## src/rtl/lock_input_conditioner.sv

```systemverilog
// lock_input_conditioner
// Purpose : turns raw board switches/keys into clean, synchronized, debounced
//           active-high levels plus one-cycle rise/fall pulses for the lock FSM.
// Latency : a change held from before edge 0 shows on level/pulses at edge
//           DB_CYCLES+1 (2 synchronizer flops + DB_CYCLES debounce edges).
// Flow    : no backpressure; every input is conditioned independently each cycle.
//
// Ports:
//   clk        - system (divided) clock, rising-edge logic
//   reset      - asynchronous, active-high; clears all state and outputs
//   raw_in     - unsynchronized switch/key levels (polarity per ACTIVE_LOW_MASK)
//   level      - debounced, active-high-normalized level (registered)
//   rise_pulse - one-cycle pulse on accepted 0->1, plus auto-repeat pulses
//   fall_pulse - one-cycle pulse on accepted 1->0 (registered)
//
// Optional feature: define LOCK_INPUT_REPEAT_EN to build per-input auto-repeat
// for the REPEAT_MASK inputs. Without it, REPEAT_* parameters have no effect and
// every accepted press yields exactly one rise pulse.

module lock_input_conditioner #(
    parameter int                N_IN            = 6,
    parameter logic [N_IN-1:0]   ACTIVE_LOW_MASK = 6'b110000,
    parameter int                DB_CYCLES       = 3,
    parameter logic [N_IN-1:0]   REPEAT_MASK     = 6'b110000,
    parameter int                REPEAT_DELAY    = 8,
    parameter int                REPEAT_PERIOD   = 2
) (
    input  logic            clk,
    input  logic            reset,
    input  logic [N_IN-1:0] raw_in,
    output logic [N_IN-1:0] level,
    output logic [N_IN-1:0] rise_pulse,
    output logic [N_IN-1:0] fall_pulse
);

    // ------------------------------------------------------------------
    // Elaboration-time parameter sanity
    // ------------------------------------------------------------------
    if (DB_CYCLES < 1 || DB_CYCLES > 15) begin : g_bad_db_cycles
        $error("lock_input_conditioner: DB_CYCLES must be in 1..15");
    end

    // Repeat timing only matters when at least one input is eligible.
    if (REPEAT_MASK != '0 && REPEAT_DELAY < 2) begin : g_bad_repeat_delay
        $error("lock_input_conditioner: REPEAT_DELAY must be >= 2");
    end

    if (REPEAT_MASK != '0 && REPEAT_PERIOD < 1) begin : g_bad_repeat_period
        $error("lock_input_conditioner: REPEAT_PERIOD must be >= 1");
    end

    // ------------------------------------------------------------------
    // Debounce counter sizing
    // ------------------------------------------------------------------
    localparam int              CW      = $clog2(DB_CYCLES + 1);
    localparam logic [CW-1:0]   DB_LAST = CW'(DB_CYCLES - 1);

    // ------------------------------------------------------------------
    // Normalize + two-flop synchronizer (whole vector at once)
    // ------------------------------------------------------------------
    logic [N_IN-1:0] s1;
    logic [N_IN-1:0] s2;

    always_ff @(posedge clk or posedge reset) begin
        if (reset) begin
            s1 <= '0;
            s2 <= '0;
        end else begin
            // Inverting the active-low keys here means everything downstream
            // only ever deals with active-high levels.
            s1 <= raw_in ^ ACTIVE_LOW_MASK;
            s2 <= s1;
        end
    end

    // ------------------------------------------------------------------
    // Per-input debounce counters
    // ------------------------------------------------------------------
    // accept[i] is high on the edge where input i's level must toggle: the
    // synchronized value has disagreed with level for DB_CYCLES edges in a row.
    logic [N_IN-1:0] accept;

    for (genvar i = 0; i < N_IN; i++) begin : g_db
        logic [CW-1:0] cnt;

        assign accept[i] = (s2[i] != level[i]) && (cnt == DB_LAST);

        always_ff @(posedge clk or posedge reset) begin
            if (reset) begin
                cnt <= '0;
            end else if (s2[i] == level[i] || accept[i]) begin
                // Agreement (glitch over) or change just accepted: start over.
                cnt <= '0;
            end else begin
                cnt <= cnt + 1'b1;
            end
        end
    end

    // ------------------------------------------------------------------
    // Level and edge pulses, registered together so a pulse lines up with
    // the first cycle of the new level value.
    // ------------------------------------------------------------------
    logic [N_IN-1:0] rise_edge;

    always_ff @(posedge clk or posedge reset) begin
        if (reset) begin
            level      <= '0;
            rise_edge  <= '0;
            fall_pulse <= '0;
        end else begin
            level      <= level ^ accept;
            rise_edge  <= accept & ~level;
            fall_pulse <= accept &  level;
        end
    end

`ifdef LOCK_INPUT_REPEAT_EN
    // ------------------------------------------------------------------
    // Auto-repeat: a held, eligible input re-issues rise pulses, first after
    // REPEAT_DELAY cycles, then every REPEAT_PERIOD cycles.
    // ------------------------------------------------------------------
    localparam int RPT_MAX = (REPEAT_DELAY > REPEAT_PERIOD) ? REPEAT_DELAY
                                                            : REPEAT_PERIOD;
    localparam int            RW        = $clog2(RPT_MAX + 1);
    localparam logic [RW-1:0] RPT_DELAY = RW'(REPEAT_DELAY);
    localparam logic [RW-1:0] RPT_PER   = RW'(REPEAT_PERIOD);

    typedef enum logic [1:0] {
        RPT_IDLE   = 2'd0,
        RPT_DELAY_ST = 2'd1,
        RPT_REPEAT = 2'd2
    } rpt_state_t;

    logic [N_IN-1:0] rpt_fire;

    for (genvar i = 0; i < N_IN; i++) begin : g_rpt
        if (REPEAT_MASK[i]) begin : g_on
            rpt_state_t    state;
            logic [RW-1:0] rcnt;
            logic          rpt_q;

            // The counter holds "cycles since the last rise pulse"; it is
            // loaded with 1 on the edge that issues a pulse, so comparing it
            // against DELAY/PERIOD lands the next pulse exactly that many
            // edges later.
            always_ff @(posedge clk or posedge reset) begin
                if (reset) begin
                    state <= RPT_IDLE;
                    rcnt  <= '0;
                    rpt_q <= 1'b0;
                end else if (accept[i] && level[i]) begin
                    // Release accepted: drop out of repeat with no pulse,
                    // even if a repeat was due on this same edge.
                    state <= RPT_IDLE;
                    rcnt  <= '0;
                    rpt_q <= 1'b0;
                end else begin
                    rpt_q <= 1'b0;
                    case (state)
                        RPT_IDLE: begin
                            if (accept[i]) begin
                                state <= RPT_DELAY_ST;
                                rcnt  <= {{(RW-1){1'b0}}, 1'b1};
                            end
                        end
                        RPT_DELAY_ST: begin
                            if (rcnt == RPT_DELAY) begin
                                state <= RPT_REPEAT;
                                rcnt  <= {{(RW-1){1'b0}}, 1'b1};
                                rpt_q <= 1'b1;
                            end else begin
                                rcnt <= rcnt + 1'b1;
                            end
                        end
                        RPT_REPEAT: begin
                            if (rcnt == RPT_PER) begin
                                rcnt  <= {{(RW-1){1'b0}}, 1'b1};
                                rpt_q <= 1'b1;
                            end else begin
                                rcnt <= rcnt + 1'b1;
                            end
                        end
                        default: begin
                            state <= RPT_IDLE;
                            rcnt  <= '0;
                        end
                    endcase
                end
            end

            assign rpt_fire[i] = rpt_q;
        end else begin : g_off
            assign rpt_fire[i] = 1'b0;
        end
    end

    // Both terms are flop outputs; no path from raw_in reaches the port
    // without passing through registers.
    assign rise_pulse = rise_edge | rpt_fire;
`else
    assign rise_pulse = rise_edge;
`endif

endmodule
```

## config.mk

```make
export PLATFORM = sky130hd
export DESIGN_NAME = lock_input_conditioner
export DESIGN_NICKNAME = d
export VERILOG_FILES = /design/src/rtl/lock_input_conditioner.sv
export SDC_FILE = /design/constraint.sdc
export NUM_CORES = 1
export LEC_CHECK = 0
export ABC_AREA = 0
export CAP_MARGIN = 20
export CORE_UTILIZATION = 54
export DETAILED_ROUTE_END_ITERATION = 7
export PLACE_DENSITY = 0.82
export SETUP_SLACK_MARGIN = 0.2
export SYNTH_ARGS = -nofsm -noshare
export SYNTH_HDL_FRONTEND = slang
export SYNTH_SLANG_ARGS = --single-unit
```

## constraint.sdc

```tcl
create_clock -name clk -period 2.7 [get_ports clk]
set_input_delay 0.675 -clock clk [delete_from_list [all_inputs] [get_ports clk]]
set_output_delay 0.675 -clock clk [all_outputs]
set_load 0.01 [all_outputs]
```

==> metrics, run 1 <==
status=finished clean; peak supply drop=0.000653 V; # clock sinks=42; gr ovfl total=0; Via density=4.90; pin count of the biggest net entering global routing=43; final hold viol count=0; cts hold-fix bufs=0; drt pass-1 iters=2; antenna diode count=0; Port Buf Inserts=25; Layout Nets=~150; hold slack=between 300 and 400 ps; Max clock buf depth=2; Die Span X=roughly 53 um; sequential cell area=about 0.0011 mm^2; most common cell after layout, fill and taps aside=dfrtp_1; Yosys warning total=0; Final TNS setup=0 ps; reg-to-reg slack, setup=1540 ps; Finished Layout Cells=167; Seq cells post-synth=42; Worst slew margin=between 60 and 70%; pwr dens=900 mW/mm^2; min-delay src=s1[3]$_DFF_PP0_; Mapped Cells=104; Initial Util=a little under three fifths; CP arrival=about 1300 ps; crit-path cells=clkdlybuf4s50_1; Worst Hold Class=reg2reg; hold path cells=0; fmax=498 MHz; Layout Utilization=71.3%; share of the synthesized area in the top cell type=73.9%; H-Tree Depth=2; Power Total=1.59 mW; Setup CP Type=reg2out; Clk pin slew, worst setup/hold paths=around 110 ps; CP max stage delay=560 ps; clock skew=6.76 ps; Final HPWL DP=~1500 um; Core Region=0.00248 mm^2; die area=0.00284 mm^2; area of the multi-input gates=323 um^2; fin crit share=74.3%; Detail Route Antenna Nets=0; largest area contributor in the synthesized netlist=dfrtp_1; max-cap violations=0; All-Layer GR Usage=18.6%; cell row count=18; first-pass GRT wire length=3420 um; cell family with most CP delay=buffers and inverters; drt drc=0; DR WL/cell=around 12 um; DRT iter0 DRCs=3; post-route minimum period=2010 ps; Syn Nets=118; IO Pins=26; Critical Path RT=2030 ps; total CTS buffers=5; Tightest Pin Transition=497 ps; commonest non-fill, non-tap cells in the layout=dfrtp_1 (42), clkdlybuf4s50_1 (25), inv_1 (13); Worst Setup End Kind=primary output; Startpoint Class=register; cell with the largest stage delay on the worst path=clkdlybuf4s50_1; Synth Cell Area=0.00142 mm^2; initial antenna violation count=0; vias in the first global route=798; CTS tree=built; RePlAce Congestion=0.665; Placed Cells=160; Seq/Total Area, Yosys=about three quarters; worst reg2reg path depth=3; Die Ht=between 50 and 60 um; hold endpoint=s2[3]$_DFF_PP0_; synth top area cells=dfrtp_1 (74%), ha_1 (5.3%), nor3_1 (4.2%); root buffer cell=clkbuf_4; clock insertion delay at the later pin of the skew report=340 ps; area grow syn2layout=24.1%; Leak=0.841 nW; CTS resizes=0; routed vias=818; synthesized area per cell=approximately 14 um^2; RSZ-0062 raised after global routing=no; Fillers=roughly 170; start of the worst register-to-register path=g_db[5].cnt[0]$_DFF_PP0_; Detailed Route WL=a little over 2000 um; max-slew violation total from the final report=0; Final setup viols=0; postcts setup bufs=0; share of layout cells above drive strength 1=7.30%; CP Buf/Inv Count=1; Synth cell types=11; crit path max fanout=5
## cell families after synthesis
kind of cell / Yosys count / share of synthesized area (%)
muxes: 2 / 1.58
AOI/OAI and AO/OA: 4 / 1.41
buffers and inverters: 13 / 3.43
and+or+nand+nor: 31 / 10.7
DFF: 42 / 73.9
xor gates and xnor gates: 6 / 3.69
adders and majority gates: 6 / 5.28
## worst max-delay path by stage
| stage | to | slack, ps | cells after the start |
|---|---|---|---|
| 6_report | level[1] | 690 | 1 |
| 5_1_grt | level[4] | 620 | 1 |
| 4_1_cts | level[5] | 670 | 1 |
| 3_5_place_dp | level[1] | 1050 | 1 |
| 3_3_place_gp | level[1] | 1090 | 1 |
| 2_1_floorplan | async pin | 1050 | 1 |
## synth_stat cells
master / n
nand2_1: 7
nor3_1: 12
xnor2_1: 6
and3b_1: 2
dfrtp_1: 42
nor2_1: 7
inv_1: 13
mux2_2: 2
o21ai_0: 4
nor3b_1: 3
ha_1: 6
## area by class of cell
| type | count | share of cell area, % |
|---|---|---|
| clock buffer | 5 | 2.13 |
| clock inverter | 2 | 0.567 |
| inverter | 13 | 2.76 |
| multi-input combinational | 49 | 18.3 |
| sequential | 42 | 59.5 |
| tap | 30 | 2.13 |
| timing repair buffer | 26 | 14.6 |
## where the power goes
part / switching [mW] / internal (mW) / leakage, nW
Combinational: 0.207 / 0.245 / 0.274
Clock: 0.185 / 0.0937 / 0.0308
Sequential: 0.0936 / 0.765 / 0.535
## stage by stage
stage	instance area, um^2	setup slack (ps)
detailed placement	1720	1050
floorplan	1420	1050
global placement	1720	1090
CTS	1770	675
finish	1770	693
global route	1770	621
## routing by layer
layer  GRT usage (%)  part of all wire [%]
met5               0                     0
met4            7.89                  0.58
met3            10.3                   5.2
met2            30.2                    53
met1            19.6                    41
No activity file was read; power rests on OpenSTA's default activity.
==> run 2, diff against run 1 <==
--- a/config.mk
+++ b/config.mk
@@ -7,9 +7,9 @@
 export LEC_CHECK = 0
 export ABC_AREA = 0
 export CAP_MARGIN = 20
-export CORE_UTILIZATION = 54
+export CORE_UTILIZATION = 45
 export DETAILED_ROUTE_END_ITERATION = 7
-export PLACE_DENSITY = 0.82
+export PLACE_DENSITY = 0.73
 export SETUP_SLACK_MARGIN = 0.2
 export SYNTH_ARGS = -nofsm -noshare
 export SYNTH_HDL_FRONTEND = slang
==> constraint.sdc (replaced) <==
create_clock -name clk -period 1.8 [get_ports clk]
set_input_delay 0.45 -clock clk [delete_from_list [all_inputs] [get_ports clk]]
set_output_delay 0.45 -clock clk [all_outputs]
set_load 0.01 [all_outputs]
==> run 2 against run 1 <==
Effect of this change:
- cell count grew 11%
- final area rose by 2.8%
- non-clock buffer count increased by 5
- worst hold slack worse by 5.6 ps
- global-route usage is 4.4 points lower
- die area up 19%
- critical path type unchanged
- largest cell class unchanged
- clock skew down 1.8 ps
==> metrics, run 2 (synthesis gave the netlist of run 1 again) <==
pin count of the biggest net entering global routing=43 (unchanged); crit path max fanout=5 (unchanged); initial antenna violation count=0 (unchanged); first-pass GRT wire length=3320 um (-3.0%); cell with the largest stage delay on the worst path=dfrtp_1; drt pass-1 iters=4 (+2); max-slew violation total from the final report=0 (unchanged); reg-to-reg slack, setup=670 ps (-870 ps); routed vias=851 (+4.0%); Die Span X=58.2 um (+9.2%); H-Tree Depth=2 (unchanged); Post-Place Cell Area=0.00175 mm^2 (+1.7%); commonest non-fill, non-tap cells in the layout=dfrtp_1 (42), dlygate4sd2_1 (17), inv_1 (13); sw frac=29.8% (-0.73 points); peak supply drop=0.000788 V (+21%); Via density=4.58 (-6.6%); Final TNS setup=0 ps (unchanged); Critical Path RT=1350 ps (-680 ps); area grow syn2layout=27.5%; most common cell after layout, fill and taps aside=dfrtp_1; Detailed Route WL=1890 um (-8.2%); clock skew=4.93 ps (-1.83 ps); antenna diode count=0 (unchanged); share of layout cells above drive strength 1=10.6% (+3.3 points); Die Ht=58.2 um (+9.2%); vias in the first global route=790 (-1.0%); gr ovfl total=0 (unchanged); sequential cell area=0.00105 mm^2 (unchanged); max-cap violations=0 (unchanged); total CTS buffers=5 (unchanged); CP Buf/Inv Count=1 (unchanged); hold endpoint=s2[2]$_DFF_PP0_; Leak=0.950 nW (+13%); Layout Utilization=59.9% (-11 points); hold slack=358 ps (-5.59 ps); Initial Util=47.0% (-10 points); final hold viol count=0 (unchanged); Startpoint Class=register; All-Layer GR Usage=14.1% (-4.4 points); DRT iter0 DRCs=20 (+17); Clk pin slew, worst setup/hold paths=110 ps (about the same); Tightest Pin Transition=228 ps (-270 ps); Final setup viols=0 (unchanged); Psw=0.706 mW (+45%); DR WL/cell=10.1 um (-18%); Worst Hold Class=reg2reg; RePlAce Congestion=0.703 (+5.7%); Port Buf Inserts=25 (unchanged); worst reg2reg path depth=3 (unchanged); fin crit share=84.0%; Worst slew margin=84.7% (+18 points); CP arrival=1060 ps (-270 ps); Final HPWL DP=1330 um (-12%); clock network fraction of total power=17.2% (-0.4 points); Layout Nets=156 (+3.3%); Int Pwr=1.66 mW (+50%); drt drc=0 (unchanged); RSZ-0062 raised after global routing=no; fin worst setup slack=287 ps (-406 ps); min-delay src=s1[2]$_DFF_PP0_; fmax=661 MHz; Seq pwr share=52.4% (-1.6 points); root buffer cell=clkbuf_4; Comb pwr share=30.3% (+1.9 points); IO Pins=26 (unchanged); Worst Setup End Kind=primary output; Core Region=0.00303 mm^2 (+22%); Fillers=258 (+48%); CP max stage delay=430 ps (-130 ps); area of the multi-input gates=323 um^2 (unchanged); status=finished clean; clock insertion delay at the later pin of the skew report=340 ps (about the same); Detail Route Antenna Nets=0 (unchanged); start of the worst register-to-register path=g_db[5].cnt[0]$_DFF_PP0_; Placement Setup Slack=403 ps (-649 ps); cell row count=20 (+2); post-route minimum period=1510 ps; # clock sinks=42 (unchanged); Setup CP Type=reg2out; die area=0.00339 mm^2 (+19%); CTS tree=built; Max clock buf depth=2 (unchanged); crit-path cells=dlygate4sd2_1; cell family with most CP delay=flip-flops; fin area=0.00181 mm^2 (+2.8%); hold path cells=0 (unchanged); cts hold-fix bufs=0 (unchanged); pwr dens=1300 mW/mm^2 (+45%)
-- run 2: cell count changes in the layout (fill, tap and decap cells not counted), sizes merged --
cell	before	now
clkdlybuf4s50	25	7
dlygate4sd2	0	17
buf	1	6
dlymetal6s2s	0	1
-- run 2: how the worst max path moves through the flow --
| stage | slack, ps | endpoint | cells past startpoint | start |
|---|---|---|---|---|
| 4_1_cts | 80 | level[1] | 1 | register |
| 5_1_grt | 230 | level[5] | 1 | register |
| 3_3_place_gp | 410 | level[1] | 1 | register |
| 2_1_floorplan | 380 | async pin | 1 | reset |
| 3_5_place_dp | 400 | level[1] | 1 | register |
| 6_report | 290 | level[5] | 1 | register |
-- run 2: cell type report --
cell class	count	share of cell area, %
Timing Repair Buffer	31	15.9
Clock inverter	2	0.552
Sequential cell	42	57.9
Inverter	13	2.69
Tap cell	44	3.03
Multi-Input combinational cell	49	17.8
Clock buffer	5	2.07
-- run 2: metrics by stage --
step,cells,power [mW]
floorplan,104,1.69
global placement,174,1.93
detailed placement,174,1.98
CTS,186,2.41
global route,186,2.56
finish,186,2.37
-- run 2: per-layer routing --
metal  part of all wire [%]  vias up  track usage, %
li1                       -      408               -
met1                     42      414            15.3
met2                     49       22            22.5
met3                    6.5        7            7.59
met4                    2.2        0            7.14
met5                      0        -               0
-- run 2: power groups by stage --
stage | logic, mW | registers, mW | clock network (mW)
2_1_floorplan | 0.363 | 1.33 | 0
3_3_place_gp | 0.645 | 1.29 | 0
3_5_place_dp | 0.674 | 1.30 | 0
4_1_cts | 0.732 | 1.24 | 0.434
5_1_grt | 0.820 | 1.27 | 0.470
6_report | 0.718 | 1.24 | 0.408
-- run 2: timing repair --
| action | CTS | global route |
|---|---|---|
| hold endpoints to repair | 0 | 0 |
| setup endpoints to repair | 18 | 1 |
| buffers inserted | 5 | 0 |
| resized for setup | 17 | 1 |
==> run 3, diff against run 2 <==
--- a/config.mk
+++ b/config.mk
@@ -7,9 +7,9 @@
 export LEC_CHECK = 0
 export ABC_AREA = 0
 export CAP_MARGIN = 20
-export CORE_UTILIZATION = 45
+export CORE_UTILIZATION = 50
 export DETAILED_ROUTE_END_ITERATION = 7
-export PLACE_DENSITY = 0.73
+export PLACE_DENSITY = 0.77
 export SETUP_SLACK_MARGIN = 0.2
 export SYNTH_ARGS = -nofsm -noshare
 export SYNTH_HDL_FRONTEND = slang
==> constraint.sdc (replaced) <==
create_clock -name clk -period 1.4 [get_ports clk]
set_input_delay 0.35 -clock clk [delete_from_list [all_inputs] [get_ports clk]]
set_output_delay 0.35 -clock clk [all_outputs]
set_load 0.01 [all_outputs]
==> run 3 against run 2 <==
Effect of this change:
- highest routed layer unchanged
- critical path type unchanged
- worst hold slack better by 2.9 ps
- sequential share of layout area rose by 0.24 points
- wire length increased by 17%
- combinational power grew 45%
==> metrics, run 3 (synthesis gave the netlist of run 1 again) <==
die area=0.00306 mm^2 (-9.7%); area grow syn2layout=27.0%; CP arrival=880 ps (-180 ps); Startpoint Class=register; Die Ht=55.3 um (-5.0%); gr ovfl total=0 (unchanged); pwr dens=1840 mW/mm^2 (+41%); vias in the first global route=909 (+15%); Initial Util=54.9% (+7.9 points); Detail Route Antenna Nets=0 (unchanged); CTS tree=built; H-Tree Depth=2 (unchanged); fmax=812 MHz; final hold viol count=0 (unchanged); routed vias=870 (+2.2%); CP max stage delay=400 ps (-30 ps); DRT iter0 DRCs=3 (-85%); most common cell after layout, fill and taps aside=dfrtp_1; peak supply drop=0.00123 V (+56%); Port Buf Inserts=25 (unchanged); share of layout cells above drive strength 1=27.7% (+17 points); status=finished clean; antenna diode count=0 (unchanged); clock insertion delay at the later pin of the skew report=340 ps (about the same); Final setup viols=0 (unchanged); max-slew violation total from the final report=0 (unchanged); # clock sinks=42 (unchanged); Core Region=0.00259 mm^2 (-14%); RePlAce Congestion=0.753 (+7.2%); Leak=0.931 nW (-2.0%); crit path max fanout=2 (-3); max-cap violations=0 (unchanged); first-pass GRT wire length=3680 um (+11%); Clk pin slew, worst setup/hold paths=110 ps (about the same); drt pass-1 iters=4 (unchanged); clock skew=7.25 ps (+2.32 ps); Layout Nets=161 (+3.2%); Die Span X=55.3 um (-5.0%); drt drc=0 (unchanged); fin crit share=just under 90%; Placed Cells=162 (-6.9%); RSZ-0062 raised after global routing=yes; total CTS buffers=5 (unchanged); crit-path cells=buf_2; Critical Path RT=1050 ps (-300 ps); cell row count=18 (-10%); pin count of the biggest net entering global routing=43 (unchanged); Final HPWL DP=1560 um (+17%); Final TNS setup=0 ps (unchanged); initial antenna violation count=0 (unchanged); Via density=4.89 (+6.8%); CP Buf/Inv Count=1 (unchanged); IO Pins=26 (unchanged); cell with the largest stage delay on the worst path=dfrtp_1; Setup CP Type=reg2out; fin area=0.00181 mm^2 (-0.41%); Worst Hold Class=reg2reg; Detailed Route WL=2210 um (+17%); Finished Layout Cells=178 (-4.3%); Post-Place Cell Area=0.00175 mm^2 (about the same); Worst slew margin=84.7% (about the same); Worst Setup End Kind=primary output; Tightest Pin Transition=228 ps (+0.161 ps); Fillers=192 (-26%); All-Layer GR Usage=16.6% (+2.5 points); cell family with most CP delay=flip-flops; cts hold-fix bufs=0 (unchanged); Max clock buf depth=2 (unchanged); DR WL/cell=12.4 um (+22%); root buffer cell=clkbuf_4; commonest non-fill, non-tap cells in the layout=dfrtp_1 (42), buf_2 (17), inv_1 (12), nor3_1 (12), buf_4 (10); post-route minimum period=~1200 ps
==> run 3: cell types whose count changed in the layout (fill, tap and decap cells not counted), sizes merged <==
cell          previous run  this run
buf                      6        29
dlygate4sd2             17         0
clkbuf                   5         8
clkinv                   2         0
clkinvlp                 0         1
dlymetal6s2s             1         0
inv                     13        12
==> run 3: area by class of cell <==
class	instances	area (um^2)	share of cell area [%]
Multi-Input combinational cell	49	325	18.0
Timing Repair Buffer	36	262	14.5
Tap cell	30	37.5	2.08
Inverter	13	52.6	2.91
Clock buffer	8	78.8	4.36
Sequential cell	42	1050	58.2
==> run 3: worst paths after layout <==
kind	from	to	slack, ps	cells after the start
setup / recovery	register	level[4]	170	1
hold / removal	s1[0]$_DFF_PP0_	s2[0]$_DFF_PP0_	360	0
setup reg to reg	g_db[4].cnt[0]$_DFF_PP0_	register	250	3
hold reg to reg	s1[0]$_DFF_PP0_	s2[0]$_DFF_PP0_	360	0
max in group asynchronous	reset	async pin	820	3
min in group asynchronous	reset	g_db[5].cnt[0]$_DFF_PP0_	390	3
==> run 3: timing repair <==
item / in CTS / in global routing
pin swaps: 0 / 0
endpoints found under the setup margin: 18 / 19
buffers inserted: 5 / 3
gates resized for setup: 72 / 2
==> run 3: power breakdown <==
group	total, mW	internal (mW)	switching, mW
Sequential	1.59	1.47	0.116
Combinational	1.04	0.537	0.505
Clock	0.696	0.343	0.353
Total	3.33	2.35	0.974
==> run 3: stage by stage <==
| step | worst slack, ps | util (%) | hold WS (ps) | total power, mW |
|---|---|---|---|---|
| after global placement | 119 | 67.5 | 333 | 2.53 |
| after detailed placement | 108 | 67.5 | 336 | 2.62 |
| after CTS | 156 | 68.6 | 363 | 3.30 |
| final | 168 | 69.8 | 361 | 3.33 |
| after floorplan | 338 | - | 331 | 2.17 |
| after global routing | 117 | 69.8 | 369 | 3.55 |
==> run 3: routing by layer <==
layer	vias up	part of all wire, %	global-route usage (%)
li1	416	-	-
met1	418	39	15.1
met2	27	52	29.1
met3	9	6.7	8.67
met4	0	2.9	9.64
met5	-	0	0
